===== src/rtl/arb_rr_onehot_sched.sv =====
// Round-robin scheduler for up to 15 requesters: binary + one-hot grant,
// per-tenure hold limit with preemption, and a one-cycle turnaround gap.

// Per-requester cell: flags requests at or above the rotating pointer.
module arb_rr_onehot_sched_lane #(
  parameter int LANE = 0
) (
  input  logic [3:0] ptr,
  input  logic       req_bit,
  output logic       hi
);
  assign hi = req_bit && (4'(LANE) >= ptr);
endmodule

// 4-bit binary to one-hot, truncated to N outputs.
module arb_rr_onehot_sched_enc #(
  parameter int N = 15
) (
  input  logic [3:0]   bin,
  output logic [N-1:0] oh
);
  always_comb begin
    oh = '0;
    for (int i = 0; i < N; i++) oh[i] = (bin == 4'(i));
  end
endmodule

module arb_rr_onehot_sched #(
  parameter int N        = 15,
  parameter int MAX_HOLD = 8
) (
  input  logic         clk,
  input  logic         rst,
  input  logic [N-1:0] req,
  input  logic         done,
  output logic         grant_valid,
  output logic [3:0]   grant_idx,
  output logic [N-1:0] grant_oh,
  output logic         timeout
);

  typedef enum logic [1:0] {IDLE, GRANT, GAP} state_t;

  typedef struct packed {
    logic         valid;
    logic [3:0]   idx;
    logic [N-1:0] oh;
    logic         timeout;
  } grant_t;

  state_t       state;
  logic [3:0]   ptr;
  logic [7:0]   hold_cnt;
  grant_t       gnt;

  logic [N-1:0] req_hi;
  logic [3:0]   win;
  logic [N-1:0] win_oh;
  logic [3:0]   win_nxt;
  logic         owner_req;

  genvar g;
  generate
    for (g = 0; g < N; g++) begin : g_lane
      arb_rr_onehot_sched_lane #(.LANE(g)) u_lane (
        .ptr     (ptr),
        .req_bit (req[g]),
        .hi      (req_hi[g])
      );
    end
  endgenerate

  // Lowest set bit at/above ptr wins; otherwise wrap to the lowest set bit overall.
  always_comb begin
    win = '0;
    for (int i = N - 1; i >= 0; i--) if (req[i])    win = 4'(i);
    for (int i = N - 1; i >= 0; i--) if (req_hi[i]) win = 4'(i);
  end

  arb_rr_onehot_sched_enc #(.N(N)) u_enc (
    .bin (win),
    .oh  (win_oh)
  );

  assign win_nxt   = (win == 4'(N - 1)) ? 4'd0 : win + 4'd1;
  // Only the owner's own request bit matters during a tenure.
  assign owner_req = |(req & gnt.oh);

  always_ff @(posedge clk or negedge rst) begin
    if (!rst) begin
      state    <= IDLE;
      ptr      <= '0;
      hold_cnt <= '0;
      gnt      <= '0;
    end else begin
      case (state)
        GRANT: begin
          if (done || !owner_req) begin
            state <= GAP;
            gnt   <= '0;
          end else if (hold_cnt == 8'(MAX_HOLD)) begin
            state       <= GAP;
            gnt         <= '0;
            gnt.timeout <= 1'b1;
          end else begin
            hold_cnt <= hold_cnt + 8'd1;
          end
        end
        default: begin
          gnt <= '0;
          if (|req) begin
            state     <= GRANT;
            gnt.valid <= 1'b1;
            gnt.idx   <= win;
            gnt.oh    <= win_oh;
            ptr       <= win_nxt;
            hold_cnt  <= 8'd1;
          end else begin
            state <= IDLE;
          end
        end
      endcase
    end
  end

  assign grant_valid = gnt.valid;
  assign grant_idx   = gnt.idx;
  assign grant_oh    = gnt.oh;
  assign timeout     = gnt.timeout;

endmodule


===== config.mk =====
export PLATFORM = sky130hd
export DESIGN_NAME = arb_rr_onehot_sched
export DESIGN_NICKNAME = d
export VERILOG_FILES = /design/src/rtl/arb_rr_onehot_sched.sv
export SDC_FILE = /design/constraint.sdc
export NUM_CORES = 1
export LEC_CHECK = 0
export CAP_MARGIN = 20
export CORE_MARGIN = 1.5
export CORE_UTILIZATION = 35
export DETAILED_ROUTE_END_ITERATION = 16
export GPL_ROUTABILITY_DRIVEN = 0
export RECOVER_POWER = 50
export SKIP_CTS_REPAIR_TIMING = 1
export SLEW_MARGIN = 0
export SYNTH_ARGS = -nofsm -noshare
export SYNTH_HDL_FRONTEND = slang
export SYNTH_SLANG_ARGS = --single-unit
export TNS_END_PERCENT = 10

===== constraint.sdc =====
create_clock -name clk -period 2.6 [get_ports clk]
set_clock_uncertainty 0.1 [all_clocks]
set_input_delay 0.65 -clock clk [delete_from_list [all_inputs] [get_ports clk]]
set_output_delay 0.65 -clock clk [all_outputs]
set_load 0.02 [all_outputs]

Word level (Yosys, flattened, before mapping)

Cells that the tools add are included.

Bits in registers: 35
Input port bits: 18
Output and inout port bits: 21
Logic and storage cells: 111

Add/sub/neg operators: 2
Magnitude comparators: 15
Equal/unequal tests: 19
Mux-type cells: 43
Bitwise logic cells: 2
Reductions and logical operators: 23

Operator list:

| kind                | count |
|---|---|
| $mux 4              | 31 |
| $mux 21             | 3 |
| $mux 8              | 4 |
| $reduce_or 15->1    | 2 |
| $eq 4x4->1 const B  | 7 |
| $ge 4x4->1 const A  | 7 |
| $mux 20             | 1 |
| $eq 4x3->1 const B  | 4 |
| $ge 3x4->1 const A  | 4 |
| $and 15x15->15      | 1 |
| $logic_and 1x1->1   | 15 |
| $add 8x1->8 const B | 1 |
| $eq 4x2->1 const B  | 2 |
| $eq 8x4->1 const B  | 1 |
| $ge 1x4->1 const A  | 2 |
| $ge 2x4->1 const A  | 2 |
| $mux 2              | 3 |
| $add 4x1->4 const B | 1 |
| $eq 4x1->1 const B  | 1 |
| $logic_not 4->1     | 1 |
| $ne 2x2->1 const B  | 2 |
| $ne 3x3->1 const B  | 1 |
| $reduce_and 3->1    | 1 |
| $eq 2x1->1 const B  | 1 |
| 6 further kinds     | 6 |

Logic depth before layout (Yosys ltp)

Gate-level depths: netlist (run 1).

Depth after elaboration: 33
Gate-level depth with buffers: 9

Modules after synthesis

A second synthesis (run 1) with hierarchy kept.

Cells, all modules: 253
Area, all modules: 2447.3 um^2

By module, submodules not included:

| module                                            | instances | cells an instance | area an instance (um^2) | sequential area each (um^2) |
|---|---|---|---|---|
| arb_rr_onehot_sched                               | 1         | 207               | 1956.9                  | 850.8 |
| arb_rr_onehot_sched_enc                           | 1         | 19                | 267.8                   | 0.0 |
| arb_rr_onehot_sched_lane at g_lane[0].u_lane ...  | 3         | 2                 | 18.8                    | 0.0 |
| arb_rr_onehot_sched_lane at g_lane[12].u_lane ... | 3         | 2                 | 13.8                    | 0.0 |
| arb_rr_onehot_sched_lane at g_lane[14].u_lane     | 1         | 2                 | 20.0                    | 0.0 |
| arb_rr_onehot_sched_lane at g_lane[5].u_lane      | 1         | 2                 | 16.3                    | 0.0 |
| arb_rr_onehot_sched_lane at g_lane[10].u_lane     | 1         | 3                 | 15.0                    | 0.0 |
| arb_rr_onehot_sched_lane at g_lane[1].u_lane      | 1         | 1                 | 15.0                    | 0.0 |
| arb_rr_onehot_sched_lane at g_lane[7].u_lane      | 1         | 1                 | 13.8                    | 0.0 |
| arb_rr_onehot_sched_lane at g_lane[3].u_lane      | 1         | 1                 | 12.5                    | 0.0 |
| arb_rr_onehot_sched_lane at g_lane[11].u_lane     | 1         | 1                 | 11.3                    | 0.0 |
| arb_rr_onehot_sched_lane at g_lane[9].u_lane      | 1         | 2                 | 11.3                    | 0.0 |
| arb_rr_onehot_sched_lane at g_lane[13].u_lane     | 1         | 2                 | 10.0                    | 0.0 |

Worst setup path before layout (run 1)

OpenSTA, ideal clock, no wires.

Kind: input port to flip-flop
Start: in req[3]
End: reg ptr[2]
Data arrival time: 2.222 ns
Path slack: 0.129 ns
Cell stages on the path: 7
Path buffers: 1
Cell sequence: buf_6 > or4_4 > or2_4 > a21oi_4 > o21ai_4 > a2111oi_4 > a311oi_2

Longest elaborated chain between the ends: 21
Elaborated cells on any way between the ends: 25
Classes of those cells: add/sub: 1; eq/ne: 1; mux: 20; reduce/logical: 3

RTL lines:

| item                                      | line | text |
|---|---|---|
| from (decl)                               | 34   | `input logic [N-1:0] req,` |
| $mux 4 (4 in a row)                       | 76   | `for (int i = N - 1; i >= 0; i--) if (req[i]) win = 4'(i);` |
| $mux 4 (15 in a row)                      | 77   | `for (int i = N - 1; i >= 0; i--) if (req_hi[i]) win = 4'(i);` |
| $add 4x1->4 or $eq 4x4->1 (tied branches) | 85   | `assign win_nxt = (win == 4'(N - 1)) ? 4'd0 : win + 4'd1;` |
| $mux 4                                    | 85   |  |
| to (signal assigned)                      | 116  | `ptr <= win_nxt;` |
| to (decl)                                 | 52   | `logic [3:0] ptr;` |

Several ways; a longest one is shown, not always the timed one.
A chain may end at the register's enable or synchronous reset.

Final worst setup path (run 1)

Start: in req[7]
End: reg ptr[2]

Longest elaborated chain between the ends: 25
Elaborated cells on any way between the ends: 29
Classes of those cells: add/sub: 1; eq/ne: 1; mux: 24; reduce/logical: 3

RTL lines:

| item                                      | line |
|---|---|
| $mux 4 (8 in a row)                       | 76 |
| $mux 4 (15 in a row)                      | 77 |
| $add 4x1->4 or $eq 4x4->1 (tied branches) | 85 |
| $mux 4                                    | 85 |

Several ways; a longest one is shown, not always the timed one.

==> results.json, run 1 <==
{
  "synth_cell_types": 68,
  "row_count": 29,
  "synthArstFlopShare_pct": 100,
  "peakVddDrop_mv": 0.738,
  "status": "complete, but fails checks",
  "final_cell_mix": "buf_4 (60), nand2_1 (34), dfrtp_1 (34)",
  "avgSynthCellArea_um2": 8.71,
  "dp_hpwl_mm": 5.82,
  "rsz0062_at_grt": "yes",
  "mostFrequentLayoutCell": "buf_4",
  "relSlewSlack_pct": 43.8,
  "finalCritPeriodShare_pct": 100,
  "leakagePower_nw": 1.58,
  "worstPathRequired_ps": 2670,
  "hold_path.class": "reg2reg",
  "core_area_um2": 6420,
  "wire_per_inst_um": 17.5,
  "hold_violations": 0,
  "worstMarginPinSlew_ps": 842,
  "clock_latency_ps": 290,
  "area_delta_synth_final_pct": 50.2,
  "clock-sinks": 34,
  "place_area_um2": 3220,
  "finalNetCount": 388,
  "vias": 2546,
  "cap_violations": 0,
  "p_per_area_nw_per_um2": 966,
  "ys_ff_latch": 34,
  "fp.dieArea_um2": 7200,
  "synth_nets": 289,
  "startpoint_type": "input port",
  "cp-end-kind": "register",
  "antenna_found_initial": 0,
  "initial_core_util_pct": 36.5,
  "grt_pass1_wl_mm": 12.7,
  "portBuffers": 38,
  "yosysSeqAreaShare_pct": 36.3,
  "cts_root_buf": "clkbuf_8",
  "antenna_left": 0,
  "cts_tree": "yes",
  "final_cells": 445,
  "routed_wl_mm": 7.78,
  "setup_viol": 1,
  "drc_errors": 0,
  "cts_made_buffers": 5,
  "die_w_um": 84.8,
  "worst_slack_ps": -5.43,
  "fin_crit_ps": 2610,
  "synth_edf_count": 0,
  "setup_tns_ps": -5.43,
  "place_ws_ps": -496,
  "max_freq_mhz": 384,
  "final_cell_area_um2": 3520,
  "dp.cells": 434,
  "crit_fanout": 5,
  "ys_top_cells_by_area": "dfrtp_1 (36%), nand2_1 (5.8%), nor2_1 (3.8%)",
  "crit_arrival_ps": 2670,
  "grt_start_max_net_pins": 35,
  "ctsLongestPathBuffers": 2,
  "syn_inst": 269,
  "vias_per_cell": 5.72,
  "drv_slew": 0,
  "track_usage_pct": 22.2,
  "n_antenna_cell": 0,
  "finalCoreUtilization_pct": 54.8,
  "first_pass_iters": 5,
  "critical_path_class": "in2reg",
  "netlist_area_um2": 2340,
  "yosys.area.top_type": "dfrtp_1",
  "drt_iter0_drc": 251,
  "htreeDepth": 2,
  "die_h_um": 84.8,
  "synth_top_flop_cell": "dfrtp_1",
  "violations": "negative setup slack",
  "yosys_warnings": 0,
  "drive_above_1_share_pct": 31.0,
  "io_pins": 39,
  "path_clk_slew_ps": 70,
  "grt-ovfl-total": 0,
  "yosysTopAreaCellShare_pct": 36.3,
  "grt_pass1_vias": 2510
}
[layer usage]
| layer | track usage (%) | vias to the layer above | share of wire [%] |
|---|---|---|---|
| met5 | 0 | - | 0 |
| met4 | 5.96 | 0 | 2.0 |
| met3 | 3.50 | 14 | 6.5 |
| met2 | 35.5 | 98 | 47 |
| met1 | 31.5 | 1241 | 44 |
| li1 | - | 1193 | - |
[final timing paths]
| check | start | endpoint | slack (ps) | cells after the start |
|---|---|---|---|---|
| max | req[7] | ptr[2]$_DFFE_PN0P_ | -5 | 8 |
| min | grant_idx[0]$_DFFE_PN0P_ | grant_idx[0]$_DFFE_PN0P_ | 370 | 1 |
| max reg2reg | ptr[1]$_DFFE_PN0P_ | ptr[2]$_DFFE_PN0P_ | 130 | 8 |
| min reg2reg | grant_idx[0]$_DFFE_PN0P_ | grant_idx[0]$_DFFE_PN0P_ | 370 | 1 |
| max in group asynchronous | rst | ptr[3]$_DFFE_PN0P_ | 970 | 2 |
| min in group asynchronous | rst | grant_idx[1]$_DFFE_PN0P_ | 890 | 2 |
[state kept, by name, indices dropped and copies added (netlist names)]
name,cells
timeout,1
state,2
ptr,4
hold_cnt,8
grant_oh,15
grant_idx,4
[critical path, cell delays in order]
cell             delay, ps
clkdlybuf4s50_1        420
or4_4                  560
o22ai_2                190
o21a_2                 200
o211ai_4               130
buf_6                  150
a2111oi_4              300
a311oi_2                60
[metrics by stage]
step	total power, mW	hold WS (ps)
2_1_floorplan	1.85	254
3_3_place_gp	2.70	359
3_5_place_dp	2.71	368
4_1_cts	3.22	385
5_1_grt	3.64	416
6_report	3.40	374
[synth_stat cells (2+ instances only)]
library cell  number
a211oi_1           2
o21ai_1           15
o21a_1             3
a31oi_1            2
clkbuf_1           3
nor2_1            24
nor2_2             2
o21ai_4            2
a32o_1             2
and2_1             3
o31ai_1            3
a21oi_1           11
a211o_1            2
or4_4              2
nor2b_1            5
nand4_1            3
buf_2              3
or2_1              2
nor3_1             8
inv_1              6
a22oi_1            8
nand2_1           36
o21ai_0           10
nor4_1             2
a221oi_1           3
dfrtp_1           34
nor4b_1            2
xnor2_1            3
ha_1               2
buf_6              2
buf_4              3
o211ai_1           2
or2_2              2
a21o_1             3
nand3_1            8
xor2_1             3
nand2b_1          11
o311a_1            2
[report_power, final]
group,leakage [nW],switching [mW],internal (mW)
Clock,0.0573,0.188,0.307
Combinational,1.08,1.17,0.961
Sequential,0.447,0.131,0.644
Total,1.58,1.49,1.91
[area by class of cell]
type	count	area, um2
well taps	77	96.3
clock buffers	6	82.6
fillers	574	2900
repair buffers	103	910
clock inverters	1	30.0
inverters	6	22.5
flip-flops and latches	34	851
multi-input cells	218	1530
[logic make-up (layout without fill, tap and decap cells)]
| family | count (synthesis) | after routing | synth area share, % |
|---|---|---|---|
| DFF | 34 | 34 | 36.3 |
| and+or+nand+nor | 119 | 119 | 26.0 |
| buffers and inverters | 17 | 116 | 4.00 |
| adders and majority gates | 2 | 2 | 1.07 |
| xor gates and xnor gates | 6 | 6 | 2.24 |
| AOI/OAI and AO/OA | 91 | 91 | 30.4 |
(Power assumes the default switching activity.)
==> run 2: changes to the inputs <==
--- a/config.mk
+++ b/config.mk
@@ -5,9 +5,11 @@
 export SDC_FILE = /design/constraint.sdc
 export NUM_CORES = 1
 export LEC_CHECK = 0
+export ABC_CLOCK_PERIOD_IN_PS = 2600
 export CAP_MARGIN = 20
 export CORE_MARGIN = 1.5
 export CORE_UTILIZATION = 35
+export CTS_CLUSTER_DIAMETER = 120
 export DETAILED_ROUTE_END_ITERATION = 16
 export GPL_ROUTABILITY_DRIVEN = 0
 export RECOVER_POWER = 50
==> results of run 2 <==
Same layout as run 1: the final DEF is identical, and so are final timing and power.
==> run 3: changes to the inputs <==
--- a/config.mk
+++ b/config.mk
@@ -12,10 +12,12 @@
 export CTS_CLUSTER_DIAMETER = 120
 export DETAILED_ROUTE_END_ITERATION = 16
 export GPL_ROUTABILITY_DRIVEN = 0
+export HOLD_SLACK_MARGIN = 0.1
 export RECOVER_POWER = 50
 export SKIP_CTS_REPAIR_TIMING = 1
 export SLEW_MARGIN = 0
 export SYNTH_ARGS = -nofsm -noshare
 export SYNTH_HDL_FRONTEND = slang
+export SYNTH_HIERARCHICAL = 1
 export SYNTH_SLANG_ARGS = --single-unit
 export TNS_END_PERCENT = 10
==> run 3 against run 2 <==
The flow now finishes without violations. Register-to-register slack worse by 110 ps. Combinational power is 52% higher. Power is 30% higher. Core utilization is 4.0 points higher. Synthesized cell count is 5.9% lower. Non-clock buffer count is 20 higher. Clock power is 22% lower. Final cell count is 6.3% higher. Critical endpoint is now ptr[1]$_DFFE_PN0P_. Largest cell class unchanged. Largest power group unchanged. Highest routed layer unchanged.
==> results.json, run 3 <==
{
  "status": "complete, no violations",
  "ctsLongestPathBuffers": 2,
  "path_clk_slew_ps": 70,
  "crit_family": "compound AO/OA/AOI/OAI gates",
  "synth_edf_count": 0,
  "leakagePower_nw": 1.82,
  "portBuffers": 38,
  "final_cell_mix": "buf_4 (69), dfrtp_1 (30), nor2_1 (25)",
  "htreeDepth": 2,
  "initial_core_util_pct": 36.0,
  "seqCellArea_um2": 856,
  "ys_top_cells_by_area": "dfrtp_1 (35%), a22o_1 (6.1%), nor2_1 (4.4%)",
  "vias": 2595,
  "multi_input_area_um2": 1710,
  "relSlewSlack_pct": 43.2,
  "crit_fanout": 5,
  "yosysSeqAreaShare_pct": 34.8,
  "finalCritPeriodShare_pct": 99.6,
  "cpMaxStageDelayCell": "or4_4",
  "track_usage_pct": 20.2,
  "yosys.area.top_type": "dfrtp_1",
  "critPathBufInv": 3,
  "hold_violations": 0,
  "fp.dieArea_um2": 7500,
  "cts_made_buffers": 5,
  "wire_per_inst_um": 17.9,
  "max_freq_mhz": 386,
  "setup_viol": 0,
  "globalRouteMet2Util_pct": 33.9,
  "final_cells": 473,
  "cts_tree": "yes",
  "r2r_cells": 8,
  "drive_above_1_share_pct": 40.6,
  "cp_cell_sequence": "dlymetal6s2s_1, buf_6, or4_4, a21oi_2, o211ai_1, a22oi_4, clkinv_4, and3_4, o31a_1",
  "syn_inst": 253,
  "startpoint_type": "input port",
  "yosys.cell_count.top_type": "dfrtp_1",
  "synth_top_flop_cell": "dfrtp_1",
  "io_pins": 39,
  "holdWs_ps": 396,
  "drv_slew": 0,
  "synthArstFlopShare_pct": 100,
  "pwr-share-seq_pct": 17.9,
  "cap_violations": 0,
  "synthTopCellsByCount": "dfrtp_1 (34), nor2_1 (29), a22o_1 (17), inv_1 (14), nand2_1 (14)",
  "hold_start": "grant_idx[1]$_DFFE_PN0P_",
  "antenna_left": 0,
  "dp_hpwl_mm": 5.50,
  "cp-end-kind": "register",
  "vias_per_cell": 5.49,
  "cts_root_buf": "clkbuf_8",
  "busiest_layer": "met2",
  "rr_startpoint": "ptr[0]$_DFFE_PN0P_",
  "grt_pass1_vias": 2424,
  "fillerInstances": 590,
  "clockPowerShare_pct": 8.7,
  "largest_reg_flops": 15,
  "drt_iter0_drc": 126,
  "core_area_um2": 6790,
  "worstPathRequired_ps": 2660,
  "die_h_um": 86.6,
  "routed_wl_mm": 8.45,
  "min_path_cells": 2,
  "synth_cell_types": 61,
  "use_met1_pct": 26.3,
  "r2r-end": "ptr[2]$_DFFE_PN0P_",
  "ys_ff_latch": 34,
  "mostFrequentLayoutCell": "buf_4",
  "yosys_warnings": 6,
  "drc_errors": 0,
  "n_antenna_cell": 0,
  "grtUsageMet3_pct": 3.90,
  "die_w_um": 86.6,
  "netlist_area_um2": 2450,
  "hold_path.class": "reg2reg",
  "antenna_found_initial": 0,
  "yosysTopAreaCellShare_pct": 34.8,
  "grt_start_max_net_pins": 35,
  "p_comb_share_pct": 73.3,
  "row_count": 30,
  "min_to": "grant_idx[1]$_DFFE_PN0P_",
  "first_pass_iters": 6,
  "max_stage_delay_ps": 420,
  "reg2reg_slack_ps": 20,
  "switchingPower_mw": 1.95,
  "grt_pass1_wl_mm": 11.8,
  "synth_nets": 273,
  "p_sw_share_pct": 44.2,
  "dp.cells": 441,
  "clock_latency_ps": 280,
  "fin_crit_ps": 2590,
  "p_per_area_nw_per_um2": 1110,
  "p_int_mw": 2.46,
  "finalNetCount": 396,
  "setup_tns_ps": 0,
  "clock-sinks": 34,
  "area_delta_synth_final_pct": 63.3,
  "avgSynthCellArea_um2": 9.67,
  "critical_path_class": "in2reg",
  "grt-ovfl-total": 0,
  "worstMarginPinSlew_ps": 852,
  "peakVddDrop_mv": 0.572,
  "crit_arrival_ps": 2660
}
==> run 3: changes by cell type in the layout (fill, tap and decap cells not counted), sizes merged, moves of 6 or more <==
cell,before,now
inv,6,15
and4bb,0,6
a22o,1,18
buf,63,81
nand2,36,14
o21ai,27,7
nand2b,12,6
==> run 3: per-stage QoR <==
stage / setup WS [ps] / instance area, um2 / power [mW] / util (%)
5_1_grt: -40.9 / 4000 / 4.65 / 58.8
4_1_cts: -274 / 3520 / 3.67 / 51.8
2_1_floorplan: 46.5 / 2460 / 2.23 / -
3_3_place_gp: -541 / 3440 / 3.24 / 50.6
3_5_place_dp: -559 / 3440 / 3.26 / 50.6
6_report: 9.30 / 4000 / 4.42 / 58.8
==> run 3: kinds of logic after synthesis <==
logic type,Yosys count,synth area share (%)
compound gates,74,25.3
buf+inv,25,5.06
simple gates,112,31.7
flops,34,34.8
fa+ha+maj,2,1.02
xor+xnor,6,2.15
==> run 3: routing by layer <==
metal | vias up | share of wire (%)
met2 | 89 | 50
met4 | 0 | 0.82
li1 | 1224 | -
met3 | 8 | 5.9
met1 | 1274 | 44
met5 | - | 0
==> run 3: cell type report <==
| cell class | instances | area share, % |
|---|---|---|
| Clock buffer | 7 | 1.91 |
| Clock inverter | 1 | 0.188 |
| Inverter | 15 | 1.53 |
| Multi-Input combinational cell | 195 | 42.7 |
| Sequential cell | 34 | 21.4 |
| Tap cell | 96 | 3.01 |
| Timing Repair Buffer | 123 | 29.0 |
| Timing Repair inverter | 2 | 0.282 |
==> run 3: worst min-delay path: stages (launching register included) <==
cell	delay, ps
dfrtp_1	350
nand2_1	50
o21ai_0	60
==> run 3: worst max-delay path by stage <==
| stage | start | endpoint | slack (ps) | depth (start not counted) |
|---|---|---|---|---|
| 2_1_floorplan | ptr[1]$_DFFE_PN0P_ | grant_oh[4]$_DFFE_PN0P_ | 50 | 9 |
| 3_3_place_gp | req[11] | grant_oh[6]$_DFFE_PN0P_ | -540 | 10 |
| 3_5_place_dp | req[11] | grant_oh[4]$_DFFE_PN0P_ | -560 | 10 |
| 4_1_cts | req[11] | grant_oh[4]$_DFFE_PN0P_ | -270 | 10 |
| 5_1_grt | ptr[3]$_DFFE_PN0P_ | ptr[1]$_DFFE_PN0P_ | -40 | 11 |
| 6_report | req[6] | ptr[1]$_DFFE_PN0P_ | 9 | 9 |
==> run 3: power groups by stage <==
stage	logic [mW]	clock network [mW]	registers [mW]
after CTS	2.46	0.396	0.809
final	3.24	0.387	0.793
after floorplan	1.32	0	0.915
after global routing	3.42	0.418	0.807
after global placement	2.42	0	0.817
after detailed placement	2.45	0	0.817
